**src/rtl/dphy_hs_rx.sv**
```systemverilog
// D-PHY HS receive lane back end: DDR deserialiser, leader/sync detection and PPI byte outputs.
// Optional zero-run qualification before sync search is compiled in with `define HSRX_ZERO_CHECK_EN.
module dphy_hs_rx #(
    parameter logic [7:0]  SYNC_BYTE     = 8'h1D,
    parameter int unsigned MIN_ZERO_BITS = 6
) (
    input  logic       RxDDRClkHS,
    input  logic       RxRst,
    input  logic       RxByteClkHS,
    input  logic       HSRX_EN,
    input  logic       HS_Dp,
    output logic [2:0] RxState,
    output logic [7:0] RxDataHS,
    output logic [3:0] RxSyncPosition,
    output logic       RxActiveHS,
    output logic       RxSyncHS,
    output logic       RxValidHS
);

    typedef enum logic [2:0] {
        IDLE    = 3'd0,
        ZERO    = 3'd1,
        SYNC    = 3'd2,
        RECEIVE = 3'd3
    } rxState_t;

    rxState_t   state;
    logic       b1Reg;
    logic [8:0] hist;
    logic       pairB1;
    logic       pairB2;
    logic       evenHit;
    logic       oddHit;
    logic       searchEn;
    logic [6:0] asmReg;
    logic [2:0] bitCnt;
    logic       unusedByteClk;

    assign unusedByteClk = RxByteClkHS;

    always_ff @(negedge RxDDRClkHS or posedge RxRst) begin
        if (RxRst) b1Reg <= 1'b0;
        else       b1Reg <= HS_Dp;
    end

    // hist[1:0] is the most recent pair {b1, b2}; the FSM consumes it one edge after capture
    always_ff @(posedge RxDDRClkHS or posedge RxRst) begin
        if (RxRst) hist <= '0;
        else       hist <= {hist[6:0], b1Reg, HS_Dp};
    end

    assign pairB1  = hist[1];
    assign pairB2  = hist[0];
    assign evenHit = (hist[7:0] == SYNC_BYTE);
    assign oddHit  = (hist[8:1] == SYNC_BYTE);

`ifdef HSRX_ZERO_CHECK_EN
    localparam int unsigned ZCW = $clog2(MIN_ZERO_BITS + 1) + 1;

    logic [ZCW-1:0] zeroCnt;
    logic [ZCW-1:0] zeroCntNext;
    logic           zeroDone;
    int unsigned    zeroSum;

    always_comb begin
        zeroSum = 0;
        if (pairB2)      zeroSum = 0;
        else if (pairB1) zeroSum = 1;
        else             zeroSum = 32'(zeroCnt) + 32'd2;
        if (zeroSum >= MIN_ZERO_BITS) zeroSum = MIN_ZERO_BITS;
    end

    assign zeroCntNext = ZCW'(zeroSum);
    assign zeroDone    = (state == ZERO) && (zeroSum >= MIN_ZERO_BITS);

    always_ff @(posedge RxDDRClkHS or posedge RxRst) begin
        if (RxRst)                          zeroCnt <= '0;
        else if (!HSRX_EN || state != ZERO) zeroCnt <= '0;
        else                                zeroCnt <= zeroCntNext;
    end

    // The pair that completes the zero run is also searched for sync
    assign searchEn = (state == SYNC) || zeroDone;
`else
    localparam int unsigned unusedMinZero = MIN_ZERO_BITS;

    assign searchEn = (state == SYNC);
`endif

    always_ff @(posedge RxDDRClkHS or posedge RxRst) begin
        if (RxRst) begin
            state          <= IDLE;
            RxDataHS       <= '0;
            RxSyncPosition <= '0;
            RxActiveHS     <= 1'b0;
            RxSyncHS       <= 1'b0;
            RxValidHS      <= 1'b0;
            asmReg         <= '0;
            bitCnt         <= '0;
        end else begin
            RxSyncHS  <= 1'b0;
            RxValidHS <= 1'b0;
            if (!HSRX_EN) begin
                state      <= IDLE;
                RxActiveHS <= 1'b0;
                asmReg     <= '0;
                bitCnt     <= '0;
            end else begin
                case (state)
                    IDLE: begin
                        asmReg <= '0;
                        bitCnt <= '0;
`ifdef HSRX_ZERO_CHECK_EN
                        state  <= ZERO;
`else
                        state  <= SYNC;
`endif
                    end
`ifdef HSRX_ZERO_CHECK_EN
                    ZERO: begin
                        if (zeroDone) state <= SYNC;
                    end
`endif
                    SYNC: state <= SYNC;
                    RECEIVE: begin
                        // Odd alignment keeps bitCnt odd: the byte closes on b1 and b2 is carried over
                        if (bitCnt == 3'd6) begin
                            RxDataHS  <= {asmReg[5:0], pairB1, pairB2};
                            RxValidHS <= 1'b1;
                            bitCnt    <= 3'd0;
                        end else if (bitCnt == 3'd7) begin
                            RxDataHS  <= {asmReg[6:0], pairB1};
                            RxValidHS <= 1'b1;
                            asmReg    <= {6'b0, pairB2};
                            bitCnt    <= 3'd1;
                        end else begin
                            asmReg <= {asmReg[4:0], pairB1, pairB2};
                            bitCnt <= bitCnt + 3'd2;
                        end
                    end
                    default: state <= IDLE;
                endcase

                if (searchEn && (evenHit || oddHit)) begin
                    state          <= RECEIVE;
                    RxActiveHS     <= 1'b1;
                    RxSyncHS       <= 1'b1;
                    RxSyncPosition <= {3'b000, oddHit};
                    asmReg         <= {6'b0, oddHit & pairB2};
                    bitCnt         <= oddHit ? 3'd1 : 3'd0;
                end
            end
        end
    end

    assign RxState = state;

endmodule

```
**config.mk**
```make
export PLATFORM = sky130hd
export DESIGN_NAME = dphy_hs_rx
export DESIGN_NICKNAME = d
export VERILOG_FILES = /design/src/rtl/dphy_hs_rx.sv
export SDC_FILE = /design/constraint.sdc
export NUM_CORES = 1
export LEC_CHECK = 0
export CORE_ASPECT_RATIO = 1.1
export CORE_MARGIN = 5
export CORE_UTILIZATION = 44
export CTS_CLUSTER_DIAMETER = 80
export CTS_CLUSTER_SIZE = 30
export DETAILED_ROUTE_END_ITERATION = 10
export PLACE_DENSITY = 0.68
export SLEW_MARGIN = 20
export SYNTH_ARGS = -nofsm -noshare
export SYNTH_HDL_FRONTEND = slang
export SYNTH_SLANG_ARGS = --single-unit
```
**constraint.sdc**
```tcl
create_clock -name RxDDRClkHS -period 2.1 [get_ports RxDDRClkHS]
set_clock_uncertainty 0.1 [all_clocks]
set_input_delay 0.525 -clock RxDDRClkHS [delete_from_list [all_inputs] [get_ports RxDDRClkHS]]
set_output_delay 0.525 -clock RxDDRClkHS [all_outputs]
set_load 0.02 [all_outputs]
```
==> impl_metrics.py <==
metrics = {
    "status": {
        "status": "finished, final reports clean",
    },
    "clocking": {
        "cts_sinks": 34,
        "cts_max_path_buffers": 2,
        "numCtsBuffers": 5,
        "cts_setup_buffers": 0,
        "tritoncts": "done",
        "cts-root-buf": "clkbuf_4",
        "clkTransAtPathRegs_ns": 0.11,
        "clock_latency_ns": 0.34,
        "cts_hold_buf": 0,
        "h-tree-depth": 2,
    },
    "min_path": {
        "hold_start": "hist[6]$_DFF_PP0_",
        "hold_depth": 0,
        "hold_path_end": "hist[8]$_DFF_PP0_",
        "hold_class": "reg2reg",
    },
    "setup_path": {
        "r2r_end": "asmReg[6]$_DFFE_PP0P_",
        "crit_family": "buffers and inverters",
        "regToRegSetupSlack_ns": 0.39,
        "cp.required_ns": 1.47,
        "arrival_ns": 1.32,
        "cp-start-kind": "register",
        "critPathKind": "reg2out",
        "reg2reg_from": "hist[1]$_DFF_PP0_",
        "path_cells": "clkdlybuf4s50_1",
        "worst-path-buf-inv": 1,
        "rr_worst_depth": 4,
        "cp_max_fo": 2,
        "slowest_delay_ns": 0.61,
        "crit_start": "RxDataHS[0]$_DFFE_PP0P_",
        "crit_path_top_delay_cell": "clkdlybuf4s50_1",
        "end_kind": "primary output",
    },
    "drt": {
        "avgRoutedWirePerCell_um": 14.6,
        "wirelength_um": 2480,
        "vias": 941,
        "drtIter0Drc": 25,
        "drc": 0,
        "ant_nets": 0,
        "firstDrtPassIters": 4,
        "vias_per_cell": 5.54,
    },
    "logic_synthesis": {
        "yosysUniqueCellTypes": 30,
        "synthSimpleGateAreaFrac_pct": 11.1,
        "synth_top_family_by_area": "compound AO/OA/AOI/OAI gates",
        "ys_seq_area_share_pct": 62.4,
        "synthMuxAreaShare_pct": 7.44,
        "syn_inst": 111,
        "syn-cell-area_sq_um": 1360,
        "synth_xor_area_share_pct": 0,
        "synth_seq_cells": 34,
        "yosys_warnings": 0,
        "synth_edf_count": 0,
        "avgSynthCellArea_sq_um": 12.3,
        "yosys.area_share.adder_pct": 0,
        "ys.flop_type": "dfrtp_1",
        "synth_compound_area_share_pct": 14.0,
        "async_flop_share_pct": 100,
    },
    "pwr": {
        "power_density_nw_per_um2": 783,
        "peakVddDrop_mv": 0.575,
        "power_mw": 1.33,
        "power.leakage_nw": 0.722,
    },
    "cells_and_area": {
        "area_growth_pct": 24.2,
        "drive_gt1_share_pct": 14.0,
        "fill_cells": 243,
        "final-seq-area_sq_um": 852,
        "antenna_cells": 0,
        "multi_input_area_sq_um": 459,
        "fin_nets": 140,
    },
    "placement": {
        "dp_hpwl_um": 1720,
        "place_ws_ns": -0.168,
        "gp_congestion": 0.817,
        "io_buffers": 17,
    },
    "run": {
        "drv_cap": 0,
    },
    "timing": {
        "setup_ws_ns": 0.151,
        "post-route-period-util_pct": 92.8,
        "setup_violations": 0,
        "fmax_mhz": 513,
        "rsz0062_at_grt": "false",
        "finalHoldViolations": 0,
        "drv_slew": 0,
        "min_period_ns": 1.95,
    },
    "grt": {
        "track_usage_pct": 13.3,
        "first_global_vias": 923,
        "grt_max_degree": 34,
        "grt-ovfl-total": 0,
        "grt_first_pass_wirelength_um": 4320,
        "antenna_found_initial": 0,
    },
    "floorplanning": {
        "die-area_sq_um": 4310,
        "start_util_pct": 45.1,
        "die_h_um": 68.4,
        "num_rows": 21,
        "io_pins": 23,
        "core_area_sq_um": 3020,
        "die_w_um": 63.1,
    },
}
repair_timing:
action | 4_1_cts | 5_1_grt
gates cloned | 0 | 0
pin swaps | 0 | 0
hold endpoints to repair | 0 | 0
endpoints found under the setup margin | 1 | 1
gates resized for setup | 1 | 1
stage by stage:
| step | utilization, % | std cells | TNS [ns] | instance area [sq um] | hold slack (ns) |
|---|---|---|---|---|---|
| 4_1_cts | 55.9 | 170 | 0 | 1690 | 0.299 |
| 3_5_place_dp | 52.4 | 162 | -0.168 | 1580 | 0.273 |
| 5_1_grt | 56.0 | 170 | 0 | 1690 | 0.307 |
| 3_3_place_gp | 52.4 | 162 | -0.154 | 1580 | 0.259 |
| 2_1_floorplan | - | 114 | 0 | 1380 | 0.247 |
| 6_report | 56.0 | 170 | 0 | 1690 | 0.290 |
metal layers:
| metal | wire length (um) | track usage [%] | vias up |
|---|---|---|---|
| met1 | 1070 | 14.8 | 465 |
| met2 | 1190 | 21.4 | 28 |
| met3 | 175 | 6.40 | 8 |
| li1 | - | - | 440 |
| met4 | 57 | 6.63 | 0 |
| met5 | 0 | 0 | - |
worst max path at each step:
stage,endpoint,slack [ns],depth (start not counted)
finish,RxDataHS[0],0.15,1
global route,RxDataHS[5],0.08,1
CTS,RxState[1],0.02,1
detailed placement,b1Reg$_DFF_NP0_,-0.17,1
global placement,b1Reg$_DFF_NP0_,-0.15,1
floorplan,b1Reg$_DFF_NP0_,0.24,1
flip-flops by register name, indices dropped and copies added (netlist names), 2 cells and up:
| signal | cells |
|---|---|
| RxDataHS | 8 |
| RxState | 2 |
| asmReg | 7 |
| bitCnt | 3 |
| hist | 9 |
cell type report:
type | count | area share [%]
Multi-Input combinational cell | 68 | 27.1
Clock buffer | 5 | 2.22
Sequential cell | 34 | 50.3
Tap cell | 34 | 2.51
Inverter | 3 | 0.887
Clock inverter | 3 | 4.07
Timing Repair Buffer | 23 | 12.9
placed cells by master, fill, tap and decap left out, drive strengths merged, types with 2 or more instances in the layout:
| cell | count |
|---|---|
| clkbuf | 5 |
| buf | 6 |
| clkdlybuf4s50 | 16 |
| bufinv | 2 |
| a21oi | 13 |
| nand3 | 3 |
| nand4bb | 3 |
| a21o | 2 |
| dfrtp | 33 |
| mux2i | 9 |
| nor2 | 11 |
| conb | 4 |
| a32o | 6 |
| nand2 | 4 |
| inv | 2 |
synthesized netlist by cell type, drive strengths merged (2+ instances only):
cell | n | share of area (%)
nand3 | 3 | 1.1
a32o | 6 | 4.4
nor2 | 11 | 3.2
inv | 3 | 0.83
a21o | 2 | 1.7
buf | 7 | 3.3
mux2i | 9 | 6.6
clkbuf | 2 | 0.55
dfrtp | 33 | 61
a21oi | 13 | 4.8
nand4bb | 3 | 2.5
nand2 | 4 | 1.1
logic make-up after synthesis:
group | count (synthesis)
buffers and inverters | 12
multiplexers | 10
AND/OR/NAND/NOR | 27
AO/OA/AOI/OAI | 27
other | 1
flip-flops | 34
report_power, final:
| part | internal (mW) | total (mW) | switching, mW | leakage, nW |
|---|---|---|---|---|
| combinational | 0.0172 | 0.0511 | 0.0338 | 0.218 |
| clock | 0.372 | 0.601 | 0.229 | 0.0554 |
| sequential | 0.666 | 0.674 | 0.00870 | 0.449 |
| total | 1.06 | 1.33 | 0.271 | 0.722 |
Note: power is estimated with default switching activity, not from simulation.
